**config.mk**
```make
export PLATFORM = sky130hd
export DESIGN_NAME = button_events
export DESIGN_NICKNAME = d
export VERILOG_FILES = /design/src/rtl/button_events.sv
export SDC_FILE = /design/constraint.sdc
export NUM_CORES = 1
export LEC_CHECK = 0
export BUFFER_PORTS_ARGS = -buffer_cell sky130_fd_sc_hd__buf_2
export CAP_MARGIN = 10
export CORE_UTILIZATION = 45
export CTS_BUF_LIST = sky130_fd_sc_hd__clkbuf_2
export CTS_CLUSTER_SIZE = 30
export DETAILED_ROUTE_END_ITERATION = 12
export SYNTH_ARGS = -nofsm -noshare
export SYNTH_HDL_FRONTEND = slang
export SYNTH_SLANG_ARGS = --single-unit
```
**constraint.sdc**
```tcl
create_clock -name clk -period 2.7 [get_ports clk]
set_input_delay 0.54 -clock clk [delete_from_list [all_inputs] [get_ports clk]]
set_output_delay 0.54 -clock clk [all_outputs]
set_load 0.005 [all_outputs]
```
**src/rtl/button_events.sv**
```systemverilog
// Button event detector: turns a debounced, clk-synchronous button level
// into press / release / short-click / long-press / auto-repeat pulses plus a
// held level. Every output comes straight from a flop.
//
// "release" and "repeat" are SystemVerilog keywords, so those two outputs are
// named release_pulse and repeat_pulse.
//
// Handshake: none. level and enable are sampled on every rising clk edge.
// Each pulse output is high for exactly one cycle per event.
module button_events #(
    parameter int LONG_CYCLES   = 5000000,
    parameter int REPEAT_CYCLES = 1250000,
    parameter bit REPEAT_EN     = 1'b1
) (
    input  logic clk,
    input  logic reset,
    input  logic level,
    input  logic enable,
    output logic press,
    output logic release_pulse,
    output logic short_click,
    output logic long_press,
    output logic repeat_pulse,
    output logic held
);

    localparam int MAX_CYCLES = (LONG_CYCLES > REPEAT_CYCLES) ? LONG_CYCLES : REPEAT_CYCLES;
    localparam int CW         = $clog2(MAX_CYCLES) + 1;

    // Counter values at which the long threshold / repeat interval is reached.
    localparam logic [CW-1:0] LONG_LAST   = CW'(LONG_CYCLES - 1);
    localparam logic [CW-1:0] REPEAT_LAST = CW'(REPEAT_CYCLES - 1);

    typedef enum logic [1:0] {
        S_IDLE    = 2'd0,
        S_PRESSED = 2'd1,
        S_LONG    = 2'd2
    } state_t;

    state_t        state_q, state_d;
    logic [CW-1:0] cnt_q, cnt_d;
    logic          lvl_q, lvl_d;
    logic          press_q, press_d;
    logic          release_q, release_d;
    logic          short_q, short_d;
    logic          long_q, long_d;
    logic          repeat_q, repeat_d;
    logic          held_q, held_d;

    // Next state, counter and registered output values.
    always_comb begin
        state_d   = state_q;
        cnt_d     = cnt_q;
        lvl_d     = level;
        press_d   = 1'b0;
        release_d = 1'b0;
        short_d   = 1'b0;
        long_d    = 1'b0;
        repeat_d  = 1'b0;

        if (!enable) begin
            // Forced idle: any tracked press is dropped silently.
            state_d = S_IDLE;
            cnt_d   = '0;
        end else begin
            case (state_q)
                S_IDLE: begin
                    // Only a fresh rising edge starts a press; lvl_q tracks
                    // level even while disabled or in reset recovery.
                    if (level && !lvl_q) begin
                        state_d = S_PRESSED;
                        cnt_d   = '0;
                        press_d = 1'b1;
                    end
                end
                S_PRESSED: begin
                    // Release is checked first so it wins over the threshold.
                    if (!level) begin
                        state_d   = S_IDLE;
                        cnt_d     = '0;
                        release_d = 1'b1;
                        short_d   = 1'b1;
                    end else if (cnt_q == LONG_LAST) begin
                        state_d = S_LONG;
                        cnt_d   = '0;
                        long_d  = 1'b1;
                    end else begin
                        cnt_d = cnt_q + CW'(1);
                    end
                end
                S_LONG: begin
                    if (!level) begin
                        state_d   = S_IDLE;
                        cnt_d     = '0;
                        release_d = 1'b1;
                    end else if (REPEAT_EN) begin
                        if (cnt_q == REPEAT_LAST) begin
                            cnt_d    = '0;
                            repeat_d = 1'b1;
                        end else begin
                            cnt_d = cnt_q + CW'(1);
                        end
                    end else begin
                        cnt_d = '0;
                    end
                end
                default: begin
                    state_d = S_IDLE;
                    cnt_d   = '0;
                end
            endcase
        end

        held_d = (state_d == S_PRESSED) || (state_d == S_LONG);
    end

    // State and output registers; lvl_q resets high so a button held through
    // reset is not mistaken for a new press.
    always_ff @(posedge clk or posedge reset) begin
        if (reset) begin
            state_q   <= S_IDLE;
            cnt_q     <= '0;
            lvl_q     <= 1'b1;
            press_q   <= 1'b0;
            release_q <= 1'b0;
            short_q   <= 1'b0;
            long_q    <= 1'b0;
            repeat_q  <= 1'b0;
            held_q    <= 1'b0;
        end else begin
            state_q   <= state_d;
            cnt_q     <= cnt_d;
            lvl_q     <= lvl_d;
            press_q   <= press_d;
            release_q <= release_d;
            short_q   <= short_d;
            long_q    <= long_d;
            repeat_q  <= repeat_d;
            held_q    <= held_d;
        end
    end

    assign press         = press_q;
    assign release_pulse = release_q;
    assign short_click   = short_q;
    assign long_press    = long_q;
    assign repeat_pulse  = repeat_q;
    assign held          = held_q;

endmodule
```
Word-level counts from Yosys, hierarchy flattened

Index checks and enable logic that the tools add are counted.

Bits in registers: 33
Input port bits: 4
Logic and storage cells: 51

Add/sub/neg operators: 1
Eq/ne operators: 7
Multiplexer cells: 29
Reductions and logical operators: 5

Operators with widths:

| kind                                                              | number |
|---|---|
| 24-bit two-way mux                                                | 6 |
| 24-bit one-hot mux with 3 select lines                            | 1 |
| 24-bit by 1-bit adder with 24-bit output, second input constant   | 1 |
| 24-bit by 21-bit == test with 1-bit output, second input constant | 1 |
| 24-bit by 23-bit == test with 1-bit output, second input constant | 1 |
| 1-bit two-way mux                                                 | 16 |
| 2-bit two-way mux                                                 | 5 |
| 2-bit one-hot mux with 3 select lines                             | 1 |
| 2-bit by 1-bit == test with 1-bit output, second input constant   | 2 |
| 2-bit == test, second input constant                              | 2 |
| 3-bit != test, second input constant                              | 1 |
| 2-bit logical NOT                                                 | 1 |
| 2-bit OR reduction                                                | 1 |
| 1-bit logical AND                                                 | 1 |
| 1-bit logical NOT                                                 | 1 |
| 1-bit logical OR                                                  | 1 |

Logic depth before layout (Yosys ltp)

Depth after elaboration: 7
Gate-level depth with buffers: 10

Worst setup path after synthesis

OpenSTA, ideal clock, no wires.

Kind: flip-flop to flip-flop
From: register cnt_q[0]
To: register cnt_q[21]
Library setup time: 82 ps
Arrival: 2125 ps
Path slack: 493 ps
Cell stages (with the launch flop): 11
Path buffers: 3
Period minus slack after synthesis: 2207 ps
Cells stage by stage: dfrtp_1 > ha_1 > and3_1 > buf_6 > and2_4 > buf_6 > a311o_1 > a21boi_4 > buf_6 > o31ai_1 > a31oi_1

Word-level cells in the longest chain between the ends: 5
Elaborated cells on any way between the ends: 9
Classes of those cells: add/sub (1); eq/ne (2); mux (6)

Ends and longest elaborated chain:

| what                                                             | RTL line | RTL |
|---|---|---|
| start: declaration                                               | 41       | `logic [CW-1:0] cnt_q, cnt_d;` |
| start signal: assignment                                         | 132      | `cnt_q <= cnt_d;` |
| 24-bit by 1-bit adder with 24-bit output (tied with other cells) | 88, 101  |  |
| 24-bit two-way mux (on tied branches)                            | 97, 83   |  |
| 24-bit two-way mux (on tied branches)                            | 92, 78   |  |
| 24-bit one-hot mux with 3 select lines *                         | 66       | `case (state_q)` |
| 24-bit two-way mux *                                             | 61       | `if (!enable) begin` |

Mark *: on every way between the ends. The rest lies on a longest branch, timed or not.
A chain may end at the register's enable or synchronous reset.

Worst setup path in the final report

From: register cnt_q[0]
To: register cnt_q[20]

Same word-level chain as after synthesis.

==> flow_summary_export.csv <==
group,metric,value,unit
yosys,syn-instance-count,218,
drt,detail_route.wl_per_cell,15.6,um
sta,fmax,0.407,GHz
layout,nets,237,
yosys,async_reset_ff_frac,1.00,
yosys,synth_top_area_share,0.412,
floorplanning,ios,10,
power_and_ir_drop,p_clk_frac,0.298,
sta,min_period,2460,ps
status,run_status,"finished, final reports clean",
sta,finClkSkew,10.8,ps
drt,drt_pass1_iterations,4,
global_routing,met2_usage,0.327,
yosys,ys_types,44,
placed_design,hpwl,3.15,mm
global_routing,grt_use_met3,0.0557,
global_routing,grt_use_met1,0.319,
setup_path,crit_fanout,19,
floorplanning,die_y,67.7,um
sta,fin_setup_tns,0,ps
yosys,synth_area_per_cell,8.92,um2
clock_tree,hold_buffers,0,
floorplanning,die_x,67.7,um
job,maxCapViolations,0,
placed_design,gp_congestion,0.869,
drt,drt_iter0_drc,145,
setup_path,rr_startpoint,"cnt_q[0]",
yosys,synth.area.top_cells,"dfrtp_1, nand2_1, a31oi_1",
power_and_ir_drop,internal_power,596,uW
clock_tree,clk_pin_slew_worst_paths,170,ps
drt,via_per_inst,5.83,
sta,final_max_slew_viol_count,0,
power_and_ir_drop,p_comb_frac,0.080,
sta,hold_viol_final,0,
sta,rsz0062_at_grt,"false",
global_routing,grt_pass1_wl,7.51,mm
floorplanning,start_util,0.476,
clock_tree,cts_tree,"built",
yosys,synthFlopType,"dfrtp_1",
layout,layout-drive-gt1-share,0.122,
setup_path,cp-start-kind,"flip-flop",
clock_tree,cts_resized,0,
drt,routed_wirelength,4.36,mm
global_routing,busiest_layer,"met2",
drt,vias,1627,
yosys,synth-edff-count,0,
power_and_ir_drop,switching_power,212,uW
global_routing,grt.overflow.total,0,
yosys,synth_area,1940,um2
placed_design,port_buffers,9,
setup_path,path_class,"flip-flop to flip-flop",
sta,worst_pin_slew,523,ps
power_and_ir_drop,power_density,393,nW/um2
clock_tree,cts.sinks,33,
yosys,ys_seq_area_frac,0.425,
clock_tree,cts_buffers,5,
floorplanning,die-area,4590,um2
yosys,yosys_warnings,0,
power_and_ir_drop,vdd_drop_max,199,uV
drt,route.detailed.drc,0,
sta,hold_ws,212,ps
setup_path,worstSetupStartpoint,"cnt_q[0]",
clock_tree,clock_latency,370,ps
clock_tree,post_cts_buffers,0,
setup_path,end_kind,"flip-flop",
yosys,synthesis.nets,227,
floorplanning,num_rows,23,
clock_tree,clock_path_buffers,2,
setup_path,cp.required,3010,ps
clock_tree,cts-root-buf,"clkbuf_2",
floorplanning,core,4090,um2
sta,setup_viol,0,
layout,post-route-util,0.503,
yosys,ys_ff_latch,33,
power_and_ir_drop,seqPwrFrac,0.623,
min_path,min_path_type,"input pin to asynchronous set/reset pin",
layout,num_antenna_cells,0,
drt,ant_nets,0,
global_routing,grt_max_degree,34,
setup_path,r2r_slack,240,ps
global_routing,antenna_found_initial,0,
power_and_ir_drop,switching_share,0.262,
setup_path,arrival,2760,ps
global_routing,grt_usage,0.223,
sta,slew_headroom,0.650,
sta,finalCritPeriodShare,0.910,
power_and_ir_drop,leakagePower,0.000899,uW
clock_tree,cts_max_level,2,
layout,areaGrowthSynthToFinish,5.73,%
yosys,synth_top_area_cell,"dfrtp_1",
global_routing,first_global_vias,1542,
through the flow:
stage / power [uW] / instances / cell area [um2] / setup slack (ps)
after floorplan: 554 / 218 / 1940 / 493
after global placement: 575 / 271 / 2020 / 421
after detailed placement: 577 / 271 / 2020 / 319
after CTS: 819 / 279 / 2060 / 272
after global routing: 851 / 279 / 2060 / 102
final: 808 / 279 / 2060 / 242
synthesized netlist by cell type (3+ instances only):
master     n
a31oi_1   12
nor2_1    20
xor2_1     6
o21ai_0    6
dfrtp_1   32
a22o_1     3
nand3_1   12
nand4_1    6
buf_6      3
nor3_1     4
nand2_1   29
clkbuf_1   4
a21oi_1    9
and2_1     3
inv_1      6
and3_1     8
nor4_1     9
a41oi_1    3
ha_1       5
nand2b_1   5
xnor2_1    4
area by class of cell:
| type | count | area, um2 |
|---|---|---|
| repair buffers | 12 | 67.6 |
| flip-flops and latches | 33 | 827 |
| multi-input cells | 170 | 1040 |
| inverters | 6 | 22.5 |
| clock buffers | 8 | 40.0 |
| fillers | 392 | 2030 |
| well taps | 50 | 62.6 |
power by group through the flow:
stage | clock network [uW] | registers [uW] | logic [uW]
after CTS | 251 | 503 | 65.3
after global placement | 0 | 512 | 63.6
final | 240 | 503 | 64.6
after floorplan | 0 | 512 | 42.7
after detailed placement | 0 | 512 | 65.0
after global routing | 273 | 504 | 73.4
flip-flops by register name, summed over array words and instances (netlist names):
register	count
cnt_q	24
long_press	1
lvl_q	1
state_q	2
release_pulse	1
press	1
short_click	1
held	1
repeat_pulse	1
per-layer routing:
| layer | up-vias | part of all wire | wire length [um] |
|---|---|---|---|
| met2 | 36 | 0.44 | 1920 |
| met3 | 7 | 0.047 | 203 |
| met1 | 773 | 0.50 | 2180 |
| li1 | 811 | - | - |
| met4 | 0 | 0.014 | 60 |
| met5 | - | 0 | 0 |
worst max-delay path: stages (launching register included):
cell      delay (ps)
dfrtp_1          430
ha_1             240
and3_1           290
and2_4           200
a311o_1          370
a21boi_4         470
o31ai_1          170
a31oi_1          220
placed cells by master, fill, tap and decap left out, types with 2 or more instances in the layout:
cell       count
a311o_1        2
xnor2_1        4
nand4_1        6
and3_1         8
a22o_1         3
ha_1           5
a21oi_1        9
nor2_1        20
nand2_1       29
nand2b_1       5
nand3_1       12
dfrtp_1       32
a41oi_1        3
buf_4          3
xor2_1         6
nor4b_1        2
nor4_1         9
nor3_1         4
and2_1         3
inv_1          6
o21ai_1        2
nand4bb_1      2
o31ai_1        2
o21ai_0        6
clkbuf_2       8
a31oi_1       12
buf_2          9
path summary, 6_finish.rpt:
path / end / cells past startpoint
min in group clk: lvl_q / 1
max: cnt_q[20] / 7
min reg2reg: cnt_q[1] / 2
min: cnt_q[2] / 3
max in group asynchronous: lvl_q / 3
max reg2reg: cnt_q[20] / 7
cells by family (layout without fill, tap and decap cells):
logic type | count (synthesis) | after routing | synth area share
and+or+nand+nor | 111 | 111 | 0.301
AOI/OAI and AO/OA | 43 | 43 | 0.149
DFF | 33 | 33 | 0.425
buffers and inverters | 15 | 26 | 0.0418
xor gates and xnor gates | 10 | 10 | 0.0450
adders and majority gates | 5 | 5 | 0.0322
muxes | 1 | 1 | 0.00579
Note: power is estimated with default switching activity, not from simulation.
